[config.mk]
export PLATFORM = sky130hd
export DESIGN_NAME = updown_counter_param_flat
export DESIGN_NICKNAME = d
export VERILOG_FILES = /design/src/rtl/updown_counter_param_if.sv /design/src/rtl/updown_counter_param.sv /design/src/flat_wrapper.sv
export SDC_FILE = /design/constraint.sdc
export NUM_CORES = 1
export LEC_CHECK = 0
export ABC_AREA = 1
export BUFFER_PORTS_ARGS = -buffer_cell sky130_fd_sc_hd__buf_2
export CAP_MARGIN = 25
export CORE_AREA = 5 5 42 44
export CTS_CLUSTER_SIZE = 8
export DETAILED_ROUTE_END_ITERATION = 10
export DIE_AREA = 0 0 47 49
export HOLD_SLACK_MARGIN = 0.06
export PLACE_DENSITY = 0.56
export SKIP_CTS_REPAIR_TIMING = 1
export SYNTH_ARGS = -nofsm -noshare
export SYNTH_HDL_FRONTEND = slang
export SYNTH_SLANG_ARGS = --single-unit
[constraint.sdc]
create_clock -name clk -period 3.4 [get_ports clk]
set_clock_uncertainty 0.15 [all_clocks]
set_input_delay 0.68 -clock clk [delete_from_list [all_inputs] [get_ports clk]]
set_output_delay 0.68 -clock clk [all_outputs]
set_load 0.02 [all_outputs]
[src/rtl/updown_counter_param_if.sv]
// updown_counter_param_if
//   Control/status bundle for updown_counter_param.
//   master : drives en, up_dn, load, load_val; observes q, at_min, at_max, wrap
//   slave  : the counter itself
//   Parameter WIDTH must match the WIDTH of the attached counter.
interface updown_counter_param_if #(
    parameter int WIDTH = 4
);
    logic             en;
    logic             up_dn;
    logic             load;
    logic [WIDTH-1:0] load_val;
    logic [WIDTH-1:0] q;
    logic             at_min;
    logic             at_max;
    logic             wrap;

    modport master (
        output en, up_dn, load, load_val,
        input  q, at_min, at_max, wrap
    );

    modport slave (
        input  en, up_dn, load, load_val,
        output q, at_min, at_max, wrap
    );
endinterface

[src/rtl/updown_counter_param.sv]
// updown_counter_param
//   Parametrised up/down counter with count enable, synchronous clamped load,
//   programmable modulus (0..MAX_COUNT), wrap-or-saturate at the bounds,
//   boundary flags and a registered one-cycle wrap pulse.
//
// Ports
//   clk    : clock, rising edge
//   reset  : asynchronous active-low reset (q=RESET_VAL, wrap=0, prescaler=0)
//   bus    : slave modport of updown_counter_param_if
//            en, up_dn, load, load_val in; q, at_min, at_max, wrap out
//
// Optional feature
//   UDC_PRESCALE_EN : when defined, a step is taken only on every PRESCALE-th
//                     enabled cycle; otherwise every enabled cycle steps.
module updown_counter_param #(
    parameter int WIDTH     = 4,
    parameter int MAX_COUNT = (1 << WIDTH) - 1,
    parameter int RESET_VAL = MAX_COUNT,
    parameter int SATURATE  = 0,
    parameter int PRESCALE  = 4
) (
    input  logic                  clk,
    input  logic                  reset,
    updown_counter_param_if.slave bus
);
    localparam logic [WIDTH-1:0] MAX_V = WIDTH'(MAX_COUNT);
    localparam logic [WIDTH-1:0] RST_V = WIDTH'(RESET_VAL);

    if (WIDTH < 2) begin : g_bad_width
        $error("updown_counter_param: WIDTH must be >= 2");
    end
    if (MAX_COUNT < 1 || MAX_COUNT > (1 << WIDTH) - 1) begin : g_bad_max
        $error("updown_counter_param: MAX_COUNT out of range");
    end
    if (RESET_VAL < 0 || RESET_VAL > MAX_COUNT) begin : g_bad_reset
        $error("updown_counter_param: RESET_VAL must be <= MAX_COUNT");
    end
    if (PRESCALE < 1) begin : g_bad_prescale
        $error("updown_counter_param: PRESCALE must be >= 1");
    end

    logic [WIDTH-1:0] cnt_q, cnt_d;
    logic             wrap_q, wrap_d;
    logic             tick;

`ifdef UDC_PRESCALE_EN
    localparam int PW = (PRESCALE > 1) ? $clog2(PRESCALE) : 1;
    localparam logic [PW-1:0] PRE_LAST = PW'(PRESCALE - 1);

    logic [PW-1:0] pre_q, pre_d;

    // Prescaler only advances on enabled, non-load cycles; it rolls over on
    // the same cycle it grants a step.
    always_comb begin
        pre_d = pre_q;
        tick  = 1'b0;
        if (bus.load) begin
            pre_d = '0;
        end else if (bus.en) begin
            if (pre_q == PRE_LAST) begin
                pre_d = '0;
                tick  = 1'b1;
            end else begin
                pre_d = pre_q + PW'(1);
            end
        end
    end

    always_ff @(posedge clk or negedge reset) begin
        if (!reset) begin
            pre_q <= '0;
        end else begin
            pre_q <= pre_d;
        end
    end
`else
    assign tick = bus.en;
`endif

    always_comb begin
        cnt_d  = cnt_q;
        wrap_d = 1'b0;
        if (bus.load) begin
            cnt_d = (bus.load_val > MAX_V) ? MAX_V : bus.load_val;
        end else if (bus.en && tick) begin
            if (bus.up_dn) begin
                if (cnt_q != MAX_V) begin
                    cnt_d = cnt_q + WIDTH'(1);
                end else if (SATURATE == 0) begin
                    cnt_d  = '0;
                    wrap_d = 1'b1;
                end
            end else begin
                if (cnt_q != '0) begin
                    cnt_d = cnt_q - WIDTH'(1);
                end else if (SATURATE == 0) begin
                    cnt_d  = MAX_V;
                    wrap_d = 1'b1;
                end
            end
        end
    end

    always_ff @(posedge clk or negedge reset) begin
        if (!reset) begin
            cnt_q  <= RST_V;
            wrap_q <= 1'b0;
        end else begin
            cnt_q  <= cnt_d;
            wrap_q <= wrap_d;
        end
    end

    assign bus.q      = cnt_q;
    assign bus.wrap   = wrap_q;
    assign bus.at_min = (cnt_q == '0);
    assign bus.at_max = (cnt_q == MAX_V);
endmodule

[src/flat_wrapper.sv]
// flat-port wrapper written by rule: the top's interface ports become plain ports
module updown_counter_param_flat 
#(
    parameter int WIDTH     = 4,
    parameter int MAX_COUNT = (1 << WIDTH) - 1,
    parameter int RESET_VAL = MAX_COUNT,
    parameter int SATURATE  = 0,
    parameter int PRESCALE  = 4
)
  (clk, reset, bus_en, bus_up_dn, bus_load, bus_load_val, bus_q, bus_at_min, bus_at_max, bus_wrap);
  updown_counter_param_if #(.WIDTH(WIDTH)) bus_i ();
  input  logic clk;
  input  logic reset;
  input wire logic [$bits(bus_i.en)-1:0] bus_en;
  input wire logic [$bits(bus_i.up_dn)-1:0] bus_up_dn;
  input wire logic [$bits(bus_i.load)-1:0] bus_load;
  input wire logic [$bits(bus_i.load_val)-1:0] bus_load_val;
  output wire logic [$bits(bus_i.q)-1:0] bus_q;
  output wire logic [$bits(bus_i.at_min)-1:0] bus_at_min;
  output wire logic [$bits(bus_i.at_max)-1:0] bus_at_max;
  output wire logic [$bits(bus_i.wrap)-1:0] bus_wrap;
  assign bus_i.en = bus_en;
  assign bus_i.up_dn = bus_up_dn;
  assign bus_i.load = bus_load;
  assign bus_i.load_val = bus_load_val;
  assign bus_q = bus_i.q;
  assign bus_at_min = bus_i.at_min;
  assign bus_at_max = bus_i.at_max;
  assign bus_wrap = bus_i.wrap;
  updown_counter_param #(.WIDTH(WIDTH), .MAX_COUNT(MAX_COUNT), .RESET_VAL(RESET_VAL), .SATURATE(SATURATE), .PRESCALE(PRESCALE)) u_core (.clk(clk), .reset(reset), .bus(bus_i));
endmodule
# --- Yosys cells after proc, flatten, opt, wreduce, memory -nomap -nowiden ---
# Cells that the tools add are included.
word_totals:
  input_bits: 9
  reg_bits: 5
  word_cells: 21
  output_inout_bits: 7
op_classes:
  eq_ne: 2
  mux: 11
  addsub: 2
  n_reduce_logical: 3
  order_cmp: 1
op_table:
  columns: ["op", "count"]
  rows:
  - ["4-bit 2-to-1 mux", 6]
  - ["1-bit 2-to-1 mux", 5]
  - ["4-bit by 1-bit adder with 4-bit output (second input constant)", 1]
  - ["4-bit == test (second input constant)", 1]
  - ["4-bit greater-than comparator (second input constant)", 1]
  - ["4-bit zero test", 1]
  - ["4-bit != test (second input constant)", 1]
  - ["4-bit nonzero test", 1]
  - ["4-bit by 1-bit subtractor with 4-bit output (second input constant)", 1]
  - ["2-bit nonzero test", 1]

# --- Longest topological paths before layout ---
# Gate-level depths: netlist (run 1).
logic_depth:
  word_depth: 5
  mapped_depth: 8
  depth_no_buf: 8

# --- Worst setup path after synthesis (run 1) ---
# No wires, ideal clock.
synth_timing:
  path_type: "register to output"
  start: "reg u_core.cnt_q[0] (netlist: u_core.bus.q[0])"
  end: "out bus_at_min"
  n_path_buf: 0
  t_required_ns: 2.570
  path_slack_ns: 1.521
  path_stages_with_launch: 5
  arrival_time_ns: 1.049
  path_cell_list: "dfstp_2 > inv_1 > ha_1 > inv_1 > nor3_2"
synth_via:
  elab_chain_cells: 1
synth_lines:
  columns: ["element", "line_no", "rtl"]
  rows:
  - ["from (decl)", "updown_counter_param.sv:42", "logic [WIDTH-1:0] cnt_q, cnt_d;"]
  - ["from (signal assigned)", "updown_counter_param.sv:109", "cnt_q <= cnt_d;"]
  - ["4-bit zero test", "updown_counter_param.sv:116", "assign bus.at_min = (cnt_q == '0);"]
  - ["to (decl)", "flat_wrapper.sv:19", "output wire logic [$bits(bus_i.at_min)-1:0] bus_at_min;"]
# Every way passes these cells.

# --- Final worst setup path (run 1) ---
# Same ends and word-level chain as after synthesis.

==> summary.md, run 1 <==
| Metric | Value |
|---|---|
| Outcome | `finished clean` |
| I/O pins | `16` |
| Number of non-filler instances in the completed layout | `slightly below 90` |
| GRT Total Usage | `0.0898` |
| Top post-synthesis cells by area | `dfstp_2, nand2_1, inv_1` |
| Max-cap check violation count | `0` |
| Critical-path cell list | `inv_1, ha_1, inv_1, nor3_2, buf_2` |
| Post-Synthesis Cells | `53` |
| Post-DP HPWL | `739 µm` |
| Full die area | `about 2300 µm²` |
| Placed inst area | `474 µm²` |
| Setup_tns | `0 ps` |
| Max Slew Vio Count | `0` |
| Final worst path period share | `0.653` |
| Post-synth cell types | `17` |
| RD Place Congestion | `0.745` |
| Largest net degree at the start of global routing | `9` |
| # rows | `14` |
| # diodes | `0` |
| Synthesis-stage register bit count | `5` |
| Layout area overhead | `32.0%` |
| CP required | `2570 ps` |
| Slew HR | `0.864` |
| Total grt overflow | `0` |
| DR WL/cell | `roughly 10 µm` |
| Worst path bufs/invs | `3` |
| Final hold vios | `0` |
| Yosys top cell by area | `dfstp_2` |
| Post-layout min period | `about 2200 ps` |
| Die W | `approximately 47 µm` |
| First-pass GRT wire length | `1500 µm` |
| # clock sinks | `5` |
| Std-Cell Core Area | `about 1400 µm²` |
| Nets | `84` |
| Post-synth net total | `64` |
| Crit-path slowest cell | `dfstp_2` |
| Die H | `approximately 49 µm` |
| Cells after DPL | `84` |
| Final setup viols | `0` |
| Lkg Pwr | `about 0.28 nW` |
| Final wirelength | `916 µm` |
| HP Class | `in2async` |
| Pwr Total | `approximately 220 µW` |
| DRT iter0 DRCs | `8` |
| Tightest Pin Transition | `just over 200 ps` |
| I/O Buffers | `15` |
| CTS tree | `built` |
| Synth warn | `0` |
| # H-tree levels | `1` |
| Vias in the first global route | `341` |
| Critical path's top delay family | `flip-flops` |
| CP Max Fanout | `7` |
| Final hold slack | `91.2 ps` |
| Peak VDD IR | `about 0.2 mV` |
| Clk Latency, worst-skew pair | `240 ps` |
| Cts bufs inserted | `3` |
| Antenna violations before repair | `0` |
| Post-route setup slack | `roughly 1200 ps` |
| Post-DRT Antenna Nets | `0` |
| Setup Crit Path Kind | `reg2out` |
| Worst stage delay on the critical path | `~570 ps` |
| Share of post-route cells with drive strength above 1 | `0.361` |
| # DRC | `0` |
| Crit path launch type | `flip-flop` |
| Finished Cell Area | `approximately 500 µm²` |
| CP most frequent cell | `inv_1` |
| Initial core utilization | `0.271` |
| Cell Area, Synth | `379 µm²` |
| Mean Syn Cell Area | `roughly 7 µm²` |
| Area share of the largest cell type after synthesis | `0.277` |
| Pre-CTS WS | `1430 ps` |
| Clock tree buffer depth | `2` |
| Critical path arrival | `1390 ps` |
| Unrepaired setup endpoints after global routing | `false` |
| CTS clock-pin slew for the worst setup and hold paths | `about 40 ps` |
| Root buf cell | `clkbuf_4` |
| Pwr dens | `441 nW/µm²` |
| Crit path capture type | `output port` |
| Core Util, Final | `0.357` |
| Via count | `between 300 and 400` |
| Fmax | `0.451 GHz` |
| TritonRoute pass-1 iters | `4` |
| Seq/Total Area, Yosys | `0.343` |
| Avg Vias per Cell | `about 4.5` |
-- flip-flops by register name, summed over array words and instances (netlist names) --
name / cells
u_core.bus.q: 4
u_core.bus.wrap: 1
-- worst reg2reg max path: cells and delay by family, from the launching register on --
family	cells	cell delay, ps
buf+inv	2	160
flops	1	570
compound gates	2	260
fa+ha+maj	1	210
xor+xnor	1	160
-- cell usage after synthesis --
| cell | n |
|---|---|
| nor3_2 | 1 |
| a21oi_1 | 2 |
| dfrtp_1 | 1 |
| o21ai_0 | 2 |
| inv_2 | 1 |
| inv_1 | 9 |
| nand4_1 | 1 |
| nand3_1 | 6 |
| nand2_1 | 14 |
| or2_2 | 1 |
| o21ai_2 | 1 |
| ha_1 | 2 |
| o221ai_1 | 1 |
| dfstp_2 | 4 |
| a22oi_1 | 2 |
| xor2_1 | 2 |
| nor2_1 | 3 |
-- area by class of cell --
type | instances | area, µm²
fill | 160 | 901
multi-input combinational | 38 | 211
inverter | 10 | 37.5
tap | 16 | 20.0
timing repair buffer | 15 | 75.1
clock buffer | 4 | 26.3
sequential | 5 | 130
-- report_power, final --
group | internal [mW] | total, mW | switching (mW)
combinational | 0.0272 | 0.0690 | 0.0418
sequential | 0.0721 | 0.0857 | 0.0136
clock | 0.0442 | 0.0661 | 0.0219
total | 0.144 | 0.221 | 0.0772
-- placed cells by master, fill, tap and decap left out --
cell      instances
dfstp_2           4
a22oi_1           2
o221ai_1          1
nand2_1          14
o21ai_0           2
nand3_1           6
ha_1              2
buf_2            15
or2_2             1
nor2_1            3
xor2_1            2
dfrtp_1           1
clkbuf_4          3
nand4_1           1
o21ai_2           1
inv_2             1
a21oi_1           2
inv_1             9
nor3_2            1
clkbuf_1          1
-- layer usage --
layer | track usage | routed length [µm] | share of wire
met1 | 0.125 | 397 | 0.43
met2 | 0.129 | 442 | 0.48
met3 | 0.0185 | 76 | 0.083
met4 | 0.0415 | 0 | 0
met5 | 0 | 0 | 0
-- cells by family (layout without fill, tap and decap cells) --
| family | Yosys count | after routing | synth area share |
|---|---|---|---|
| AOI/OAI and AO/OA | 8 | 8 | 0.139 |
| xor gates and xnor gates | 2 | 2 | 0.0462 |
| adders and majority gates | 2 | 2 | 0.0660 |
| buffers and inverters | 10 | 29 | 0.0990 |
| DFF | 5 | 5 | 0.343 |
| and+or+nand+nor | 26 | 26 | 0.307 |
-- final timing paths --
path	start	end	slack (ps)	depth (start not counted)
max	u_core.bus.q[0]	bus_at_min	1180	5
min	reset	u_core.bus.wrap	90	1
max reg2reg	u_core.bus.q[0]	u_core.bus.q[2]	1800	6
min reg2reg	u_core.bus.q[3]	u_core.bus.q[3]	390	2
max in group asynchronous	reset	u_core.bus.q[1]	2800	1
min in group clk	u_core.bus.q[3]	u_core.bus.q[3]	390	2
Power figures use the tool's default switching activity.
==> run 2: changes to the inputs <==
==> constraint.sdc (replaced) <==
create_clock -name clk -period 2.1 [get_ports clk]
set_clock_uncertainty 0.15 [all_clocks]
set_input_delay 0.42 -clock clk [delete_from_list [all_inputs] [get_ports clk]]
set_output_delay 0.42 -clock clk [all_outputs]
set_load 0.02 [all_outputs]
==> summary.md, run 2 (same netlist as run 1, synthesis figures left out) <==
| Metric | Value |
|---|---|
| Antenna violations before repair | `0 (unchanged)` |
| Slew HR | `0.864 (about the same)` |
| Finished Cell Area | `510 µm² (+2.0%)` |
| # clock sinks | `5 (unchanged)` |
| CTS tree | `built` |
| Most common cell after layout, fill and taps aside | `buf_2` |
| Pwr dens | `704 nW/µm² (+60%)` |
| Nets | `85 (+1.2%)` |
| Setup_tns | `0 ps (unchanged)` |
| Outcome | `finished clean` |
| Final setup viols | `0 (unchanged)` |
| First-pass GRT wire length | `1500 µm (unchanged)` |
| GRT Total Usage | `0.0898 (unchanged)` |
| # rows | `14 (unchanged)` |
| I/O pins | `16 (unchanged)` |
| Die W | `47 µm (unchanged)` |
| # DRC | `0 (unchanged)` |
| Root buf cell | `clkbuf_4` |
| CP Max Fanout | `7 (unchanged)` |
| Crit path launch type | `flip-flop` |
| Placed inst area | `474 µm² (unchanged)` |
| Initial core utilization | `0.271 (unchanged)` |
| Lkg Pwr | `0.287 nW (+1.5%)` |
| Total grt overflow | `0 (unchanged)` |
| Reg2reg start | `u_core.bus.q[0]` |
| Reg2Reg Setup Slack | `480 ps (-1320 ps)` |
| Crit path capture type | `output port` |
| Layout area overhead | `34.7%` |
| Critical path arrival | `1390 ps (about the same)` |
| Commonest non-fill, non-tap cells in the layout | `buf_2, nand2_1, inv_1, nand3_1, dfstp_2` |
| # H-tree levels | `1 (unchanged)` |
| TritonRoute pass-1 iters | `4 (unchanged)` |
| Peak VDD IR | `0.321 mV (+62%)` |
| Clock tree buffer depth | `2 (unchanged)` |
| Avg Vias per Cell | `4.47 (-0.12%)` |
| Post-DP HPWL | `739 µm (unchanged)` |
| HP Class | `in2reg` |
| Tightest Pin Transition | `201 ps (-0.133 ps)` |
| Share of post-route cells with drive strength above 1 | `0.356 (-0.00495)` |
| Setup Crit Path Kind | `reg2out` |
| CP required | `1530 ps (-1040 ps)` |
| Std-Cell Core Area | `1400 µm² (unchanged)` |
| Final hold vios | `0 (unchanged)` |
| CTS clock-pin slew for the worst setup and hold paths | `40 ps (about the same)` |
| Via count | `398 (+1.0%)` |
| Largest net degree at the start of global routing | `9 (unchanged)` |
| Worst setup path end | `bus_at_min` |
| Final wirelength | `919 µm (+0.33%)` |
| Max Slew Vio Count | `0 (unchanged)` |
| Post-DRT Antenna Nets | `0 (unchanged)` |
| FF-to-FF End | `u_core.bus.q[2]` |
| Die H | `49 µm (unchanged)` |
| Vias in the first global route | `341 (unchanged)` |
| Post-layout min period | `approximately 2000 ps` |
| Max-cap check violation count | `0 (unchanged)` |
| # diodes | `0 (unchanged)` |
| Full die area | `2300 µm² (unchanged)` |
| DRT iter0 DRCs | `8 (unchanged)` |
| DR WL/cell | `10.3 µm (-0.80%)` |
| Cts bufs inserted | `3 (unchanged)` |
| Unrepaired setup endpoints after global routing | `false` |
| Core Util, Final | `0.364 (+0.00714)` |
| RD Place Congestion | `0.744 (about the same)` |
| Clk Latency, worst-skew pair | `240 ps (about the same)` |
| Max reg flops | `4 (unchanged)` |
| Crit path launch | `u_core.bus.q[0]` |
| Fmax | `~0.51 GHz` |
| Pwr Total | `359 µW (+63%)` |
| Final hold slack | `261 ps (+169 ps)` |
| I/O Buffers | `15 (unchanged)` |
| Reg2reg path depth | `6 (unchanged)` |
| Final worst path period share | `0.933` |
[run 2: cell count changes in the layout (fill, tap and decap cells not counted)]
cell           change
dlygate4sd3_1      +1
[run 2: stage by stage]
stage / setup WS [ps] / instances
3_3_place_gp: 409 / 84
5_1_grt: 16.5 / 89
3_5_place_dp: 388 / 84
2_1_floorplan: 481 / 53
6_report: 141 / 89
4_1_cts: 123 / 88
[run 2: layout make-up]
class,count,area [µm²]
repair buffers,16,85.1
inverters,10,37.5
clock buffers,4,26.3
fillers,159,891
flip-flops and latches,5,130
multi-input cells,38,211
well taps,16,20.0
[run 2: where the power goes]
group | total, mW | leakage [nW] | switching [mW] | internal, mW
clock | 0.107 | 0.0150 | 0.0356 | 0.0716
combinational | 0.113 | 0.216 | 0.0680 | 0.0453
sequential | 0.139 | 0.0559 | 0.0223 | 0.117
total | 0.359 | 0.287 | 0.126 | 0.234
[run 2: routing by layer]
metal,global-route usage,vias up,part of all wire
met4,0.0415,0,0
met5,0,-,0
met1,0.125,173,0.42
li1,-,214,-
met2,0.129,11,0.50
met3,0.0185,0,0.076
[run 2: worst min path at each step]
stage                     from              end  slack, ps  depth (start not counted)
3_3_place_gp             reset  u_core.bus.wrap         90                          1
4_1_cts                  reset  u_core.bus.wrap       -180                          1
5_1_grt        bus_load_val[1]  u_core.bus.q[1]        270                          3
3_5_place_dp             reset  u_core.bus.wrap         80                          1
6_report       bus_load_val[1]  u_core.bus.q[1]        260                          3
2_1_floorplan            reset  u_core.bus.wrap        -30                          0
[run 2: critical path, stage by stage, from the launching register on]
cell and delay (ps):
dfstp_2 570, inv_1 80, ha_1 210, inv_1 80
nor3_2 40, buf_2 160
==> run 3: changes to the inputs <==
--- a/config.mk
+++ b/config.mk
@@ -13,7 +13,7 @@
 export DETAILED_ROUTE_END_ITERATION = 10
 export DIE_AREA = 0 0 47 49
 export HOLD_SLACK_MARGIN = 0.06
-export PLACE_DENSITY = 0.56
+export PLACE_DENSITY_LB_ADDON = 0.15
 export SKIP_CTS_REPAIR_TIMING = 1
 export SYNTH_ARGS = -nofsm -noshare
 export SYNTH_HDL_FRONTEND = slang
==> summary.md, run 3 (same netlist as run 1, synthesis figures left out) <==
| Metric | Value |
|---|---|
| HP Class | `in2reg` |
| Critical path arrival | `1390 ps (about the same)` |
| Full die area | `2300 µm² (unchanged)` |
| Vias in the first global route | `390 (+14%)` |
| Share of post-route cells with drive strength above 1 | `0.356 (unchanged)` |
| GRT Total Usage | `0.101 (+0.0112)` |
| Via count | `408 (+2.5%)` |
| Slew HR | `0.850 (-0.0143)` |
| Setup Crit Path Kind | `reg2out` |
| Final hold vios | `0 (unchanged)` |
| Layout area overhead | `34.7% (unchanged)` |
| Setup_tns | `0 ps (unchanged)` |
| DRT iter0 DRCs | `10 (+2)` |
| CTS clock-pin slew for the worst setup and hold paths | `40 ps (about the same)` |
| Post-DP HPWL | `806 µm (+9.1%)` |
| Lkg Pwr | `0.287 nW (unchanged)` |
| Number of non-filler instances in the completed layout | `89 (unchanged)` |
| Post-layout min period | `1960 ps (+4.05 ps)` |
| CP Max Fanout | `7 (unchanged)` |
| Commonest non-fill, non-tap cells in the layout | `buf_2, nand2_1, inv_1, nand3_1, dfstp_2` |
| Die H | `49 µm (unchanged)` |
| Final setup viols | `0 (unchanged)` |
| Unrepaired setup endpoints after global routing | `false` |
| # clock sinks | `5 (unchanged)` |
| Clk Latency, worst-skew pair | `240 ps (about the same)` |
| Cts bufs inserted | `3 (unchanged)` |
| I/O pins | `16 (unchanged)` |
| Reg2Reg Setup Slack | `510 ps (+30 ps)` |
| Initial core utilization | `0.271 (unchanged)` |
| Fmax | `0.509 GHz (-0.21%)` |
| Worst stage delay on the critical path | `580 ps (about the same)` |
| Crit path launch type | `flip-flop` |
| Outcome | `finished clean` |
| Clock tree buffer depth | `2 (unchanged)` |
| CP required | `1530 ps (about the same)` |
| DR WL/cell | `11.5 µm (+11%)` |
| Critical-path cell list | `inv_1, ha_1, inv_1, nor3_2, buf_2` |
| CTS tree | `built` |
| Post-DRT Antenna Nets | `0 (unchanged)` |
| TritonRoute pass-1 iters | `4 (unchanged)` |
| Avg Vias per Cell | `4.58 (+2.5%)` |
| Root buf cell | `clkbuf_4` |
| Antenna violations before repair | `0 (unchanged)` |
| Max-cap check violation count | `0 (unchanged)` |
| # diodes | `0 (unchanged)` |
| RD Place Congestion | `0.812 (+9.1%)` |
| # rows | `14 (unchanged)` |
| Crit-path slowest cell | `dfstp_2` |
| Cells after DPL | `84 (unchanged)` |
| Crit path capture type | `output port` |
| # DRC | `0 (unchanged)` |
| Std-Cell Core Area | `1400 µm² (unchanged)` |
| Final wirelength | `1020 µm (+11%)` |
| Die W | `47 µm (unchanged)` |
| # H-tree levels | `1 (unchanged)` |
| I/O Buffers | `15 (unchanged)` |
| Tightest Pin Transition | `223 ps (+21.2 ps)` |
| CP most frequent cell | `inv_1` |
| Nets | `85 (unchanged)` |
| Max Slew Vio Count | `0 (unchanged)` |
| Most common cell after layout, fill and taps aside | `buf_2` |
| First-pass GRT wire length | `1660 µm (+11%)` |
| Total grt overflow | `0 (unchanged)` |
| Largest net degree at the start of global routing | `9 (unchanged)` |
| Pwr dens | `718 nW/µm² (+1.9%)` |
| Final worst path period share | `0.935 (+0.00193)` |
| Peak VDD IR | `0.275 mV (-14%)` |
| Max reg flops | `4 (unchanged)` |
## run 3: cell counts in the layout (fill, tap and decap cells not counted)
No cell type changed its count.
## run 3: path summary, 6_finish.rpt
| check | start | endpoint | cells after the start |
|---|---|---|---|
| worst max-delay path | u_core.bus.q[0] | bus_at_min | 5 |
| worst min-delay path | bus_load_val[1] | u_core.bus.q[1] | 3 |
| worst max register to register | u_core.bus.q[0] | u_core.bus.q[2] | 6 |
| worst min register to register | u_core.bus.q[3] | u_core.bus.q[3] | 2 |
| max in group asynchronous | reset | u_core.bus.q[1] | 2 |
| min in group asynchronous | reset | u_core.bus.wrap | 2 |
## run 3: through the flow
step | total power [mW] | util | cell area (µm²) | hold WS, ps | setup WS [ps]
after floorplan | 0.213 | - | 379 | -25.6 | 481
after global placement | 0.256 | 0.338 | 474 | 88.8 | 408
after detailed placement | 0.254 | 0.338 | 474 | 92.9 | 384
after CTS | 0.373 | 0.357 | 500 | -168 | 118
after global routing | 0.398 | 0.364 | 510 | 249 | 21.0
final | 0.366 | 0.364 | 510 | 243 | 137
## run 3: where the power goes
group | internal (mW) | switching [mW]
Clock | 0.0719 | 0.0398
Sequential | 0.117 | 0.0238
Combinational | 0.0451 | 0.0690
## run 3: worst max-delay path, delay by kind of cell (launching register included)
| family | cells | cell delay (ps) |
|---|---|---|
| fa+ha+maj | 1 | 210 |
| buf+inv | 3 | 320 |
| flops | 1 | 580 |
| simple gates | 1 | 40 |
## run 3: final cells by class
cell class / count / area (µm²)
tap: 16 / 20.0
multi-input combinational: 38 / 211
inverter: 10 / 37.5
fill: 159 / 891
sequential: 5 / 130
clock buffer: 4 / 26.3
timing repair buffer: 16 / 85.1
## run 3: per-layer routing
layer,vias up,share of wire,GRT usage
li1,214,-,-
met1,183,0.47,0.137
met2,9,0.46,0.136
met3,2,0.065,0.0221
met4,0,0.0059,0.0691
met5,-,0,0
